--- src/rtl/reg_file_param.sv ---
// Parametrised register file: one write port, two independently enabled
// registered read ports, optional hard-wired zero entry 0.
// Optional feature macro: RF_BYPASS_EN (same-cycle write-to-read forwarding).
module reg_file_param #(
    parameter int unsigned WIDTH   = 16,
    parameter int unsigned DEPTH   = 16,
    parameter int unsigned ADDR_W  = 4,
    parameter bit          ZERO_R0 = 1'b1
) (
    input  logic              clk,
    input  logic              rst_n,
    input  logic              we,
    input  logic [ADDR_W-1:0] waddr,
    input  logic [WIDTH-1:0]  wdata,
    input  logic              re0,
    input  logic [ADDR_W-1:0] raddr0,
    output logic [WIDTH-1:0]  rdata0,
    input  logic              re1,
    input  logic [ADDR_W-1:0] raddr1,
    output logic [WIDTH-1:0]  rdata1
);

    // One extra bit so the bound compare is meaningful when DEPTH == 2**ADDR_W.
    localparam logic [ADDR_W:0] DEPTH_L = (ADDR_W + 1)'(DEPTH);

    logic [WIDTH-1:0] mem_q [DEPTH];
    logic [WIDTH-1:0] mem_d [DEPTH];
    logic [WIDTH-1:0] rdata0_q, rdata0_d;
    logic [WIDTH-1:0] rdata1_q, rdata1_d;

    // Address maps to a real, writable/readable entry (not out of range, not zero reg).
    function automatic logic addr_live(input logic [ADDR_W-1:0] a);
        logic in_range;
        in_range = ({1'b0, a} < DEPTH_L);
        return in_range && !(ZERO_R0 && (a == '0));
    endfunction

    // Value a read port captures for address a this cycle.
    function automatic logic [WIDTH-1:0] read_entry(input logic [ADDR_W-1:0] a);
        logic [WIDTH-1:0] v;
        v = '0;
        if (addr_live(a)) begin
`ifdef RF_BYPASS_EN
            if (we && (waddr == a)) begin
                v = wdata;
            end else begin
                v = mem_q[a];
            end
`else
            v = mem_q[a];
`endif
        end
        return v;
    endfunction

    // Next storage contents: single write port, dropped writes never match a cell.
    always_comb begin
        for (int i = 0; i < int'(DEPTH); i++) begin
            mem_d[i] = mem_q[i];
            if (we && (waddr == ADDR_W'(i)) && !(ZERO_R0 && (i == 0))) begin
                mem_d[i] = wdata;
            end
        end
    end

    // Read ports capture on enable, hold otherwise.
    always_comb begin
        rdata0_d = rdata0_q;
        rdata1_d = rdata1_q;
        if (re0) begin
            rdata0_d = read_entry(raddr0);
        end
        if (re1) begin
            rdata1_d = read_entry(raddr1);
        end
    end

    // State registers with synchronous active-low reset taking priority.
    always_ff @(posedge clk) begin
        if (!rst_n) begin
            for (int i = 0; i < int'(DEPTH); i++) begin
                mem_q[i] <= '0;
            end
            rdata0_q <= '0;
            rdata1_q <= '0;
        end else begin
            for (int i = 0; i < int'(DEPTH); i++) begin
                mem_q[i] <= mem_d[i];
            end
            rdata0_q <= rdata0_d;
            rdata1_q <= rdata1_d;
        end
    end

    assign rdata0 = rdata0_q;
    assign rdata1 = rdata1_q;

endmodule
--- config.mk ---
export PLATFORM = sky130hd
export DESIGN_NAME = reg_file_param
export DESIGN_NICKNAME = d
export VERILOG_FILES = /design/src/rtl/reg_file_param.sv
export SDC_FILE = /design/constraint.sdc
export NUM_CORES = 1
export LEC_CHECK = 0
export CORE_UTILIZATION = 40
export DETAILED_ROUTE_END_ITERATION = 10
export DONT_BUFFER_PORTS = 1
export GPL_ROUTABILITY_DRIVEN = 0
export GPL_TIMING_DRIVEN = 1
export PLACE_DENSITY = 0.61
export RECOVER_POWER = 50
export SLEW_MARGIN = 5
export SYNTH_ARGS = -nofsm -noshare
export SYNTH_HDL_FRONTEND = slang
export SYNTH_SLANG_ARGS = --single-unit
--- constraint.sdc ---
create_clock -name clk -period 6.07 [get_ports clk]
set_input_delay 1.214 -clock clk [delete_from_list [all_inputs] [get_ports clk]]
set_output_delay 1.214 -clock clk [all_outputs]
set_load 0.05 [all_outputs]
Word-level counts from Yosys, hierarchy flattened. Memories as Yosys holds them, arrays and structs flattened. Cells that the tools add are included.

Muxes and demuxes: 35. Bitwise operators: 16. Reductions and logical operators: 33. Equality and inequality tests: 31.

Operators with widths (count): $mux 16 (33); $eq 4x4->1 const B (8); $reduce_and 2->1 (16); $eq 4x3->1 const B (4); $or 1x1->1 (16); $logic_and 1x1->1 (15); $ne 1x1->1 const B (15); $eq 4x2->1 const B (2); $logic_not 4->1 (2); $eq 4x1->1 const B (1); $mux 1 (2); $ne 0x0->1 (1).

Memories: 1. Register bits after elaboration: 32. Logic and storage cells: 118. RAM bits: 256. Input bits: 33. Output and inout bits: 32.

Memory list: mem_q (words 16, width 16, rd ports 2, clocked after Yosys merged registers in 0, wr ports 16, RTL line 26) `logic [WIDTH-1:0] mem_q [DEPTH];`.

Depth between registers and ports, before layout.
Word-level depth: 5. Depth in mapped cells: 7. Mapped depth without buffers: 4.

Worst setup path before layout. Ideal clock, no wire load.

Path type: input to register. Start point: input waddr[0]. End point: memory mem_q[13][0] (enable). Arrival time: 2.906 ns. Data required time: 5.659 ns. Cell stages on the path: 4. Setup slack: 2.753 ns. Path buffers: 1. Setup time: 0.411 ns. Path through: clkbuf_1 > nor2b_1 > inv_1 > o21ai_0.

RTL lines: start: declaration (RTL line 13) `input logic [ADDR_W-1:0] waddr,`; end: declaration (RTL line 26).

==> qor.csv <==
stage,metric,value,unit
run_status,status,"complete, but fails checks",
run_status,violations,"max-capacitance violations, max-slew violations",
floorplanning,die_h,182.2,um
critical_path,cpLargestDelayFamily,buffers and inverters,
cells_and_area,area_growth,8.719,%
drt,drtIter0Drc,955,
clock_network,cts_resized,0,
yosys,async_reset_ff_frac,0,
clock_network,cts-buffers-inserted,28,
yosys,synth_area,12990,um2
floorplanning,rows,65,
worst_hold_path,whs_path_depth,3,
yosys,yosysTopAreaCell,edfxtp_1,
power_and_ir_drop,switchingPower,1.080,mW
drt,dr.pass1.iters,5,
cells_and_area,num_antenna_cells,0,
global_route,grt_overflow,0,
critical_path,end_kind,register,
drt,drc,0,
global_route,grt_pass1_wl,56220,um
sta,max_slew_margin,-0.1377,
placement,dpl-instance-area,13280,um2
cells_and_area,nets,924,
cells_and_area,drive_above_1_share,0.2103,
power_and_ir_drop,swShare,0.2453,
critical_path,critPathLaunchType,primary input,
yosys,post_synth_num_cell_types,34,
critical_path,r2r-start,mem_q[7][0]$_SDFFCE_PN0P_,
power_and_ir_drop,power_frac_comb,0.093,
cells_and_area,finish.utilization,0.4452,
sta,final_hold_viol_count,0,
floorplanning,core-area,31720,um2
yosys,synth_ff_type,edfxtp_1,
worst_hold_path,hold_start,mem_q[2][6]$_SDFFCE_PN0P_,
critical_path,r2r_setup_slack,4.32,ns
drt,vias_per_cell,6.268,
global_route,grt_start_max_net_pins,98,
critical_path,path_depth,3,
global_route,track_usage,0.2341,
power_and_ir_drop,clkPwrFrac,0.376,
sta,period_share,0.5104,
critical_path,critical_path_buf_inv_count,1,
yosys,syn_inst,922,
critical_path,critPathArrivalTime,3.23,ns
placement,hpwl,24980,um
yosys,synth_edf_count,240,
clock_network,worst_skew_pair.late_latency,0.55,ns
floorplanning,start_util,0.4095,
sta,fmax,322.8,MHz
clock_network,ctsHtreeMaxLevel,1,
worst_hold_path,hp-class,reg -> reg,
power_and_ir_drop,power_density,311.7,nW/um2
floorplanning,die_w,182.2,um
cells_and_area,final_area,14120,um2
clock_network,cts_sinks,272,
sta,fin_tns_setup,0,ns
critical_path,ff2ff_path_depth,4,
critical_path,critPathSlowestCell,clkbuf_1,
placement,portBuffers,0,
drt,wl,38190,um
floorplanning,io_pins,65,
yosys,synth_top_area_frac,0.5549,
global_route,antenna_found_initial,0,
drt,num_vias,8243,
power_and_ir_drop,p_leak,4.798,nW
sta,skew,0.01037,ns
yosys,ys_ff_latch,272,
critical_path,required,6.21,ns
drt,post_drt_wl_per_cell,29.04,um
yosys,yosysMostFrequentCell,edfxtp_1,
sta,min_period,3.098,ns
yosys,synth.top_cells.by_area,"edfxtp_1 (55%), mux4_2 (12%), mux2_2 (6.5%)",
floorplanning,dieArea,33190,um2
yosys,synth_common_cells,"edfxtp_1 (240), nor2_1 (147), mux2_2 (75), mux4_2 (67), nand2_1 (54)",
critical_path,worstPathMaxFanout,14,
sta,worstMarginPinSlew,1.707,ns
critical_path,worstSetupPathType,in -> reg,
power_and_ir_drop,seq_power_share,0.531,
drt,drtAntennaViolNets,0,
clock_network,post_cts_buffers,0,
clock_network,path_clk_slew,0.06,ns
global_route,grt_pass1_vias,8158,
clock_network,max-clock-path-buffers,3,
critical_path,startpoint,we,
power_and_ir_drop,internal-power,3.321,mW
sta,setup_viol,0,
yosys,seq_area_frac_synth,0.6042,
sta,rsz0062_at_grt,no,
sta,whs,0.7093,ns
critical_path,endpoint,mem_q[14][11]$_DFFE_PP_,
yosys,yosysWarnings,0,
yosys,syn_area_per_cell,14.09,um2
power_and_ir_drop,finalPower,4.401,mW
critical_path,rr_endpoint,rdata1[0]$_SDFFE_PN0P_,
clock_network,root_buffer,clkbuf_16,
flow_run,maxCapViolations,3,
critical_path,crit_path_max_incr_delay,1.29,ns
clock_network,cts_tree,built,
power_and_ir_drop,vdd_drop_max,191.5,uV
clock_network,hold_buffers,0,
sta,drv_slew,47,
yosys,syn_nets,955,
critical_path,crit_chain,nand3_1 > o21ai_0 > clkbuf_1,
==> tightest hold or removal path, stage by stage (launching register included) <==
cell	delay, ns
edfxtp_1	0.35
a221oi_1	0.08
nor3_1	0.13
a221o_1	0.12
==> how the worst min path moves through the flow <==
stage,to
global route,rdata1[5]$_SDFFE_PN0P_
finish,rdata1[6]$_SDFFE_PN0P_
floorplan,rdata0[15]$_SDFFE_PN0P_
global placement,rdata1[5]$_SDFFE_PN0P_
CTS,rdata1[6]$_SDFFE_PN0P_
detailed placement,rdata1[6]$_SDFFE_PN0P_
==> final cells by class <==
type | count | area, um2
Timing Repair Buffer | 11 | 63.81
Sequential cell | 272 | 7848
Clock buffer | 45 | 837.1
Tap cell | 402 | 503.0
Inverter | 17 | 63.81
Fill cell | 2830 | 17600
Multi-Input combinational cell | 561 | 4768
Clock inverter | 7 | 36.28
==> power groups by stage <==
stage	sequential (mW)	combinational [mW]	clock (mW)
floorplan	2.33	0.339	0
global placement	2.37	0.405	0
detailed placement	2.37	0.410	0
CTS	2.33	0.411	1.67
global route	2.35	0.436	1.74
finish	2.34	0.411	1.65
==> metal layers <==
| layer | up-vias | share of wire | global-route usage | wire, um |
|---|---|---|---|---|
| li1 | 3515 | - | - | - |
| met1 | 4202 | 0.40 | 0.3151 | 15330 |
| met2 | 449 | 0.46 | 0.3670 | 17690 |
| met3 | 77 | 0.091 | 0.05049 | 3470 |
| met4 | 0 | 0.045 | 0.09983 | 1702 |
| met5 | - | 0 | 0 | 0 |
==> metrics by stage <==
step / worst slack [ns] / cells
global route: 2.962 / 1315
CTS: 3.224 / 1315
global placement: 2.717 / 1263
detailed placement: 2.670 / 1263
floorplan: 2.753 / 922
finish: 2.972 / 1315
==> sequential cells by signal, indices dropped and copies added (netlist names) <==
signal and flops:
rdata1 16, mem_q 240, rdata0 16
==> cells in the final DEF, fill, tap and decap left out, drive strengths merged, types with 15 or more instances in the layout <==
cell type,netlist,final
mux2i,34,34
nor2,147,147
inv,17,19
mux4,67,67
a221o,31,31
nand2,54,54
o21ai,21,21
mux2,75,75
a221oi,15,15
edfxtp,240,240
clkbuf,38,50
nor2b,24,24
a22oi,16,16
dfxtp,32,32
nor3,31,31
==> cell families (layout without fill, tap and decap cells) <==
kind of cell           after synthesis  count (layout)  share of synthesized area
AO/OA/AOI/OAI                      114             114                    0.06946
AND/OR/NAND/NOR                    271             271                    0.08863
flip-flops                         272             272                     0.6042
buffers and inverters               89              80                    0.03025
multiplexers                       176             176                     0.2074
Note: power is estimated with default switching activity, not from simulation.
